## src/rtl/xcore_fetch_buf_if.sv

```systemverilog
// Fetch-buffer bus bundle: RIB ROM request/response port plus the if_id output stream.
// master = fetch buffer side, slave = ROM / decode side.
interface xcore_fetch_buf_if #(
    parameter int unsigned ADDR_W = 32,
    parameter int unsigned DATA_W = 32
);
    logic              rom_req;
    logic [ADDR_W-1:0] rom_addr;
    logic              rom_gnt;
    logic              rom_rvalid;
    logic [DATA_W-1:0] rom_rdata;
    logic              if_valid;
    logic [ADDR_W-1:0] if_pc;
    logic [DATA_W-1:0] if_inst;
    logic              id_ready;

    modport master (
        output rom_req, rom_addr,
        input  rom_gnt, rom_rvalid, rom_rdata,
        output if_valid, if_pc, if_inst,
        input  id_ready
    );

    modport slave (
        input  rom_req, rom_addr,
        output rom_gnt, rom_rvalid, rom_rdata,
        input  if_valid, if_pc, if_inst,
        output id_ready
    );
endinterface

```

## src/rtl/xcore_fetch_buf.sv

```systemverilog
// Instruction-fetch unit: owns the fetch PC, issues pipelined ROM requests and queues {pc,inst} for if_id.
// Optional FETCH_BUF_PERF_EN adds saturating stall/flush performance counters.
module xcore_fetch_buf #(
    parameter int unsigned       ADDR_W   = 32,
    parameter int unsigned       DATA_W   = 32,
    parameter int unsigned       DEPTH    = 4,
    parameter logic [ADDR_W-1:0] RESET_PC = '0
) (
    input  logic              clk,
    input  logic              rst,
    input  logic              jump_flag,
    input  logic [ADDR_W-1:0] jump_addr,
    xcore_fetch_buf_if.master bus
`ifdef FETCH_BUF_PERF_EN
    ,
    output logic [31:0]       perf_stall_cnt,
    output logic [31:0]       perf_flush_cnt
`endif
);

    localparam int unsigned PTR_W = $clog2(DEPTH);
    localparam int unsigned CNT_W = PTR_W + 1;

    typedef logic [CNT_W-1:0] cnt_t;
    typedef enum logic [1:0] {S_BOOT, S_RUN, S_FLUSH} state_t;

    localparam cnt_t              DEPTH_C = cnt_t'(DEPTH);
    localparam logic [ADDR_W-1:0] PC_STEP = ADDR_W'(DATA_W / 8);
    localparam logic [DATA_W-1:0] NOP     = DATA_W'(32'h0000_0013);

    state_t            state, state_nxt;
    logic [ADDR_W-1:0] fetch_pc;
    logic [ADDR_W-1:0] rsp_pc;
    logic [ADDR_W-1:0] pc_mem   [DEPTH];
    logic [DATA_W-1:0] inst_mem [DEPTH];
    logic [PTR_W-1:0]  wr_ptr, rd_ptr;
    cnt_t              fifo_cnt, outstanding, drop;
    cnt_t              out_nxt;
    logic [CNT_W:0]    credit_used;
    logic              head_valid;
    logic              issue, rsp_live, do_push, do_pop;

    assign head_valid  = (fifo_cnt != '0);
    assign credit_used = {1'b0, fifo_cnt} + {1'b0, outstanding};
    assign issue       = bus.rom_req && bus.rom_gnt;
    // Responses with nothing outstanding (e.g. stragglers from before a reset) are ignored.
    assign rsp_live    = bus.rom_rvalid && (outstanding != '0);
    assign do_push     = rsp_live && (state == S_RUN) && !jump_flag;
    assign do_pop      = head_valid && bus.id_ready && !jump_flag;
    assign out_nxt     = outstanding + cnt_t'(issue) - cnt_t'(rsp_live);

    always_ff @(posedge clk) begin
        if (!rst) begin
            state <= S_BOOT;
        end else begin
            state <= state_nxt;
        end
    end

    always_comb begin
        state_nxt = state;
        if (jump_flag) begin
            state_nxt = (out_nxt == '0) ? S_RUN : S_FLUSH;
        end else begin
            case (state)
                S_BOOT:  state_nxt = S_RUN;
                S_RUN:   state_nxt = S_RUN;
                S_FLUSH: if (rsp_live && (drop == cnt_t'(1))) state_nxt = S_RUN;
                default: state_nxt = S_BOOT;
            endcase
        end
    end

    always_comb begin
        bus.rom_req  = 1'b0;
        bus.rom_addr = fetch_pc;
        bus.if_valid = head_valid;
        bus.if_pc    = '0;
        bus.if_inst  = NOP;
        if (state == S_RUN) begin
            bus.rom_req = (credit_used < {1'b0, DEPTH_C});
        end
        if (head_valid) begin
            bus.if_pc   = pc_mem[rd_ptr];
            bus.if_inst = inst_mem[rd_ptr];
        end
    end

    // On a redirect every in-flight response, including one granted this cycle, becomes a drop.
    always_ff @(posedge clk) begin
        if (!rst) begin
            fetch_pc    <= RESET_PC;
            rsp_pc      <= RESET_PC;
            wr_ptr      <= '0;
            rd_ptr      <= '0;
            fifo_cnt    <= '0;
            outstanding <= '0;
            drop        <= '0;
        end else begin
            outstanding <= out_nxt;
            if (jump_flag) begin
                fetch_pc <= jump_addr;
                rsp_pc   <= jump_addr;
                wr_ptr   <= '0;
                rd_ptr   <= '0;
                fifo_cnt <= '0;
                drop     <= out_nxt;
            end else begin
                if (issue) begin
                    fetch_pc <= fetch_pc + PC_STEP;
                end
                if ((state == S_FLUSH) && rsp_live) begin
                    drop <= drop - cnt_t'(1);
                end
                if (do_push) begin
                    rsp_pc <= rsp_pc + PC_STEP;
                    wr_ptr <= wr_ptr + PTR_W'(1);
                end
                if (do_pop) begin
                    rd_ptr <= rd_ptr + PTR_W'(1);
                end
                fifo_cnt <= fifo_cnt + cnt_t'(do_push) - cnt_t'(do_pop);
            end
        end
    end

    always_ff @(posedge clk) begin
        if (do_push) begin
            pc_mem[wr_ptr]   <= rsp_pc;
            inst_mem[wr_ptr] <= bus.rom_rdata;
        end
    end

`ifdef FETCH_BUF_PERF_EN
    always_ff @(posedge clk) begin
        if (!rst) begin
            perf_stall_cnt <= '0;
            perf_flush_cnt <= '0;
        end else begin
            if ((state == S_RUN) && !head_valid && (perf_stall_cnt != '1)) begin
                perf_stall_cnt <= perf_stall_cnt + 32'd1;
            end
            if (jump_flag && (perf_flush_cnt != '1)) begin
                perf_flush_cnt <= perf_flush_cnt + 32'd1;
            end
        end
    end
`endif

    a_no_overflow: assert property (@(posedge clk) disable iff (!rst)
        !(do_push && (fifo_cnt == DEPTH_C)))
        else $error("fetch buffer push into full FIFO");

    a_no_stray_rsp: assert property (@(posedge clk) disable iff (!rst)
        !(bus.rom_rvalid && (outstanding == '0)))
        else $warning("ROM response with no request outstanding ignored");

endmodule
```

## src/flat_wrapper.sv

```systemverilog
// flat-port wrapper written by rule: the top's interface ports become plain ports
module xcore_fetch_buf_flat 
#(
    parameter int unsigned       ADDR_W   = 32,
    parameter int unsigned       DATA_W   = 32,
    parameter int unsigned       DEPTH    = 4,
    parameter logic [ADDR_W-1:0] RESET_PC = '0
)
  (clk, rst, jump_flag, jump_addr, bus_rom_req, bus_rom_addr, bus_rom_gnt, bus_rom_rvalid, bus_rom_rdata, bus_if_valid, bus_if_pc, bus_if_inst, bus_id_ready);
  xcore_fetch_buf_if #(.ADDR_W(ADDR_W), .DATA_W(DATA_W)) bus_i ();
  input  logic clk;
  input  logic rst;
  input  logic jump_flag;
  input  logic [ADDR_W-1:0] jump_addr;
  output wire logic [$bits(bus_i.rom_req)-1:0] bus_rom_req;
  output wire logic [$bits(bus_i.rom_addr)-1:0] bus_rom_addr;
  input wire logic [$bits(bus_i.rom_gnt)-1:0] bus_rom_gnt;
  input wire logic [$bits(bus_i.rom_rvalid)-1:0] bus_rom_rvalid;
  input wire logic [$bits(bus_i.rom_rdata)-1:0] bus_rom_rdata;
  output wire logic [$bits(bus_i.if_valid)-1:0] bus_if_valid;
  output wire logic [$bits(bus_i.if_pc)-1:0] bus_if_pc;
  output wire logic [$bits(bus_i.if_inst)-1:0] bus_if_inst;
  input wire logic [$bits(bus_i.id_ready)-1:0] bus_id_ready;
  assign bus_rom_req = bus_i.rom_req;
  assign bus_rom_addr = bus_i.rom_addr;
  assign bus_i.rom_gnt = bus_rom_gnt;
  assign bus_i.rom_rvalid = bus_rom_rvalid;
  assign bus_i.rom_rdata = bus_rom_rdata;
  assign bus_if_valid = bus_i.if_valid;
  assign bus_if_pc = bus_i.if_pc;
  assign bus_if_inst = bus_i.if_inst;
  assign bus_i.id_ready = bus_id_ready;
  xcore_fetch_buf #(.ADDR_W(ADDR_W), .DATA_W(DATA_W), .DEPTH(DEPTH), .RESET_PC(RESET_PC)) u_core (.clk(clk), .rst(rst), .jump_flag(jump_flag), .jump_addr(jump_addr), .bus(bus_i));
endmodule
```

## config.mk

```make
export PLATFORM = sky130hd
export DESIGN_NAME = xcore_fetch_buf_flat
export DESIGN_NICKNAME = d
export VERILOG_FILES = /design/src/rtl/xcore_fetch_buf_if.sv /design/src/rtl/xcore_fetch_buf.sv /design/src/flat_wrapper.sv
export SDC_FILE = /design/constraint.sdc
export NUM_CORES = 1
export LEC_CHECK = 0
export ABC_CLOCK_PERIOD_IN_PS = 9040
export CAP_MARGIN = 15
export CORE_MARGIN = 2
export CORE_UTILIZATION = 30
export CTS_CLUSTER_SIZE = 10
export DETAILED_ROUTE_END_ITERATION = 10
export SLEW_MARGIN = 15
export SYNTH_ARGS = -nofsm -noshare
export SYNTH_HDL_FRONTEND = slang
export SYNTH_SLANG_ARGS = --single-unit
```

## constraint.sdc

```tcl
create_clock -name clk -period 9.04 [get_ports clk]
set_input_delay 2.712 -clock clk [delete_from_list [all_inputs] [get_ports clk]]
set_output_delay 2.712 -clock clk [all_outputs]
set_load 0.03 [all_outputs]
```

Yosys cells after proc, flatten, opt, wreduce, memory -nomap -nowiden
Memory sizes are Yosys's and may differ from the RTL's. A register that Yosys moved wholly into a read port is not among the register bits. Cells that the tools add are included.

Memories: 2. Word-level logic and storage cells: 63. Output and inout bits: 98. Memory bits (writable): 256. Register bits: 79.

Memory list: u_core.inst_mem (words 4, width 32, read ports 1, clocked after Yosys merged registers in 1, wr ports 1, line xcore_fetch_buf.sv:35) `logic [DATA_W-1:0] inst_mem [DEPTH];`; u_core.pc_mem (words 4, width 32, read ports 1, clocked after Yosys merged registers in 1, wr ports 1, line xcore_fetch_buf.sv:34) `logic [ADDR_W-1:0] pc_mem [DEPTH];`.

Order comparisons: 1. Multiplexer cells: 19. Equality and inequality tests: 4. Bitwise gates (word level): 1. Add/subtract/negate cells: 10. Reduce and logical (&&, ||, !) cells: 18.

Operator list (number): $mux W32 (6); $add A32 B3 Y32 const B (2); $mux W2 (7); $logic_and A1 B1 Y1 (8); $add A3 B1 Y3 (2); $mux W3 (2); $reduce_bool A2 Y1 (3); $reduce_bool A3 Y1 (2); $sub A3 B1 Y3 (2); $add A2 B1 Y2 const B (2); $add A3 B3 Y4 (1); $lt A4 B3 Y1 const B (1); $pmux W2 S2 (1); $reduce_or A2 Y1 (2); $eq A3 B1 Y1 const B (1); $logic_not A3 Y1 (1); $mux W1 (3); $ne A3 B2 Y1 const B (1); $sub A3 B1 Y3 const B (1); $eq A2 B1 Y1 const B (1); $eq A2 B2 Y1 const B (1); $logic_not A2 Y1 (1); $logic_not A1 Y1 (1); $not A1 Y1 (1).

Longest topological paths before layout
Word-level depth: 9. Mapped depth: 12. Gate-level depth less buffers: 11.

Least setup slack after synthesis
Ideal clock, no wire load.

Kind: in2reg. Start: in bus_rom_rvalid. End: mem u_core.inst_mem[0][0], enable pin. Slack: 3.924 ns. Arrival time: 4.688 ns. Buffers on the path: 0. Library setup time: 0.429 ns. Data required time: 8.611 ns. Stages on the path: 3. Cell sequence: o31ai_2 -> nor3_1 -> and2_1.

Cells in the longest elaborated chain, start to end: 5.

Ends and longest elaborated chain: start, declared (line flat_wrapper.sv:18) `input wire logic [$bits(bus_i.rom_rvalid)-1:0] bus_rom_rvalid;`; $logic_and A1 B1 Y1 (line xcore_fetch_buf.sv:47) `assign rsp_live = bus.rom_rvalid && (outstanding != '0);`; $logic_and A1 B1 Y1 (2 in a row) (line xcore_fetch_buf.sv:48) `assign do_push = rsp_live && (state == S_RUN) && !jump_flag;`; via u_core.do_push (line xcore_fetch_buf.sv:41) `logic issue, rsp_live, do_push, do_pop;`; $mux W1 (line xcore_fetch_buf.sv:128) `if (do_push) begin`; $mux W1 (implied by the code) (line xcore_fetch_buf.sv:130) `inst_mem[wr_ptr] <= bus.rom_rdata;`; end, declared (line xcore_fetch_buf.sv:35).

The timed path passes the listed nets, and every way through them passes these cells.

Worst setup path in the final report
Start: reg u_core.fifo_cnt[1]. End: out bus_if_pc[11].

Cells in the longest elaborated chain, start to end: 2.

Ends and longest elaborated chain: start, declared (line xcore_fetch_buf.sv:37) `cnt_t fifo_cnt, outstanding, drop;`; start signal, assigned (line xcore_fetch_buf.sv:122) `fifo_cnt <= fifo_cnt + cnt_t'(do_push) - cnt_t'(do_pop);`; $reduce_bool A3 Y1 (line xcore_fetch_buf.sv:43) `assign head_valid = (fifo_cnt != '0);`; $mux W32 (line xcore_fetch_buf.sv:83) `if (head_valid) begin`; end, declared (line flat_wrapper.sv:21) `output wire logic [$bits(bus_i.if_pc)-1:0] bus_if_pc;`.

Every way passes these cells.

==> run_results.csv <==
group,metric,value,unit
logic_synthesis,ys_seq_elements,337,
logic_synthesis,synth-seq-area-share,68.2,%
clock_tree,hold_buffers,0,
worst_setup_path,critPathBufInv,2,
worst_setup_path,worstPathRequired,6330,ps
timing,drv_slew,0,
layout,regArea,9320,µm²
global_route,grt_pass1_vias,8014,
pwr,vdd_drop_max,0.105,mV
clock_tree,clk_latency,540,ps
worst_setup_path,worstSetupPathType,"register to output pin",
worst_setup_path,worstSetupEndpointType,"output pin",
die,die_h,217,µm
timing,final_hold_viol_count,0,
global_route,track_usage,13.6,%
timing,period_minus_slack,6500,ps
logic_synthesis,synth.most_common_cell,"edfxtp_1",
logic_synthesis,synth_area_leader_cell,"edfxtp_1",
hold_path,hold_class,"register to register",
timing,hold_ws,463,ps
logic_synthesis,netlist_area,13700,µm²
timing,min_period_over_period,71.9,%
worst_setup_path,start_kind,"register",
die,die-area,47200,µm²
drt,vias,7828,
place,gp_congestion,0.757,
logic_synthesis,ys.flop_type,"edfxtp_1",
worst_setup_path,critPathMaxFanout,63,
place,port_buffers,167,
pwr,comb_power_share,8.5,%
clock_tree,cts_tree,"yes",
global_route,antenna_found_initial,0,
worst_setup_path,cp_slowest_stage_delay,1010,ps
pwr,power.switching,0.795,mW
drt,viasPerCell,4.73,
worst_setup_path,path_cells,"nor3_1, clkinv_2, and2_1, clkdlybuf4s50_1",
pwr,p_seq_share,51.0,%
worst_setup_path,cp.arrival,3790,ps
clock_tree,clk_pin_slew_worst_paths,50,ps
layout,post-route-util,37.7,%
hold_path,hold_start,"u_core.bus.rom_addr[1]",
worst_setup_path,r2r_cells,9,
clock_tree,cts_setup_buffers,0,
clock_tree,cts.root.buffer_cell,"clkbuf_16",
clock_tree,clock_path_buffers,3,
drt,ant_nets,0,
logic_synthesis,ys_types,46,
worst_setup_path,crit_family,"buffers and inverters",
logic_synthesis,synth-async-reset-ratio,0,%
layout,antenna_cells,0,
drt,wl,31.7,mm
layout,multiInputGateArea,4110,µm²
die,row_count,78,
clock_tree,cts_sinks,337,
layout,fin_nets,1124,
hold_path,min_path_cells,2,
logic_synthesis,synthCells,867,
logic_synthesis,syn_area_per_cell,15.8,µm²
drt,drt-pass1-iter-count,4,
global_route,grt_max_degree,67,
timing,fmax,154,MHz
flow_run,maxCapViolations,0,
drt,drt_iter0_markers,555,
clock_tree,numCtsBuffers,40,
die,die_w,217,µm
clock_tree,cts_resized,0,
worst_setup_path,r2r_setup_slack,5090,ps
pwr,clkPwrFrac,40.5,%
timing,worst_pin_slew,1090,ps
die,boundaryPins,168,
timing,relSlewSlack,27.1,%
worst_setup_path,slowest_stage,"clkinv_2",
logic_synthesis,synth_warnings,0,
place,hpwl,19.4,mm
logic_synthesis,synth_top_cell_area_share,56.3,%
die,fp.coreArea,45200,µm²
run_status,status,"complete, no violations",
drt,wl_per_cell,19.1,µm
hold_path,hold-path-endpoint,"u_core.bus.rom_addr[1]",
timing,tns,0,ps
clock_tree,htreeDepth,2,
global_route,grt_overflow,0,
pwr,p_int,2.68,mW
timing,grt_setup_unrepaired,"false",
drt,drc,0,
pwr,power.share.switching,22.9,%
layout,drive_above_1_share,12.5,%
layout,nFillCells,4180,
layout,area_growth,24.9,%
pwr,cellPowerDensity,204,nW/µm²
worst_setup_path,r2r-start,"u_core.fifo_cnt[1]",
logic_synthesis,syn_nets,953,
timing,fin_skew,19.0,ps
global_route,grt_pass1_wl,48.3,mm
worst_setup_path,reg2reg_to,"u_core.fifo_cnt[2]",
logic_synthesis,synthTopCellsByCount,"edfxtp_1, dfxtp_1, and2_1",
logic_synthesis,synth_edf_count,256,
die,initial_core_util,30.2,%
logic_synthesis,synth.area.top_cells,"edfxtp_1, dfxtp_1, mux4_2",
pwr,p_leak,5.41,nW
timing,finalSetupViolCount,0,
[area by class of cell]
type | count | area share, %
clock buffer | 56 | 6.40
clock inverter | 2 | 0.0660
inverter | 19 | 0.426
multi-input combinational | 469 | 24.1
sequential | 337 | 54.6
tap | 600 | 4.40
timing repair buffer | 171 | 9.98
[sequential cells by signal, summed over array words and instances (netlist names), named ones only]
name	flops
u_core.state	2
u_core.drop	3
u_core.inst_mem	128
u_core.rsp_pc	32
u_core.pc_mem	128
u_core.fifo_cnt	3
u_core.bus.rom_addr	32
u_core.outstanding	3
u_core.wr_ptr	2
u_core.rd_ptr	2
[worst max-delay path by stage]
| stage | startpoint | endpoint | slack (ps) | depth (start not counted) |
|---|---|---|---|---|
| after floorplan | bus_rom_rvalid | u_core.inst_mem[0][0] | 3920 | 3 |
| after global placement | register | bus_if_inst[0] | 3220 | 4 |
| after detailed placement | register | bus_if_inst[4] | 3230 | 4 |
| after CTS | register | bus_if_inst[4] | 2630 | 4 |
| after global routing | u_core.fifo_cnt[1] | bus_if_pc[12] | 2110 | 4 |
| final | u_core.fifo_cnt[1] | bus_if_pc[11] | 2540 | 4 |
[power by group through the flow]
stage	clock network, mW	logic, mW	registers (mW)
final	1.41	0.295	1.77
after global routing	1.51	0.327	1.78
after CTS	1.45	0.299	1.77
after detailed placement	0	0.298	1.80
after global placement	0	0.296	1.80
after floorplan	0	0.163	1.81
[worst min-delay path, cell delays in order (launching register included)]
cell and delay, ps:
dfxtp_1 300, nand2_1 50, a21boi_0 60
[layer usage]
layer | global-route usage [%] | wire length, µm | vias to the layer above
li1 | - | - | 3657
met1 | 18.5 | 14600 | 3929
met2 | 21.7 | 14700 | 206
met3 | 3.51 | 1800 | 36
met4 | 3.40 | 510 | 0
met5 | 0 | 0 | -
[per-stage QoR]
step | instances | area (µm²) | setup slack [ps] | power (mW)
floorplan | 867 | 13700 | 3920 | 1.97
global placement | 1596 | 16000 | 3220 | 2.10
detailed placement | 1596 | 16000 | 3230 | 2.10
CTS | 1654 | 17100 | 2630 | 3.52
global route | 1654 | 17100 | 2110 | 3.62
finish | 1654 | 17100 | 2540 | 3.47
[cells by family after synthesis]
logic type | after synthesis | synth area share, %
AOI/OAI and AO/OA | 112 | 4.52
xor gates and xnor gates | 57 | 3.66
adders and majority gates | 16 | 1.58
buffers and inverters | 61 | 1.86
DFF | 337 | 68.2
muxes | 66 | 10.7
and+or+nand+nor | 218 | 9.53
[placed cells by master, fill, tap and decap left out, types with 5 or more instances in the layout]
cell and n:
o21ai_0 40, mux4_2 64, nand4_1 23, ha_1 14
nand3_1 22, nor3_1 10, dfxtp_1 79, clkbuf_16 41
xor2_1 36, edfxtp_1 256, and4_1 6, xnor2_1 21
nand2_1 29, and3_1 15, nor2b_1 5, and2_1 64
a31oi_1 9, or3_1 5, clkbuf_1 14, clkdlybuf4s50_1 167
nor2_1 13, inv_1 17, a21oi_1 50
Power figures use the tool's default switching activity.
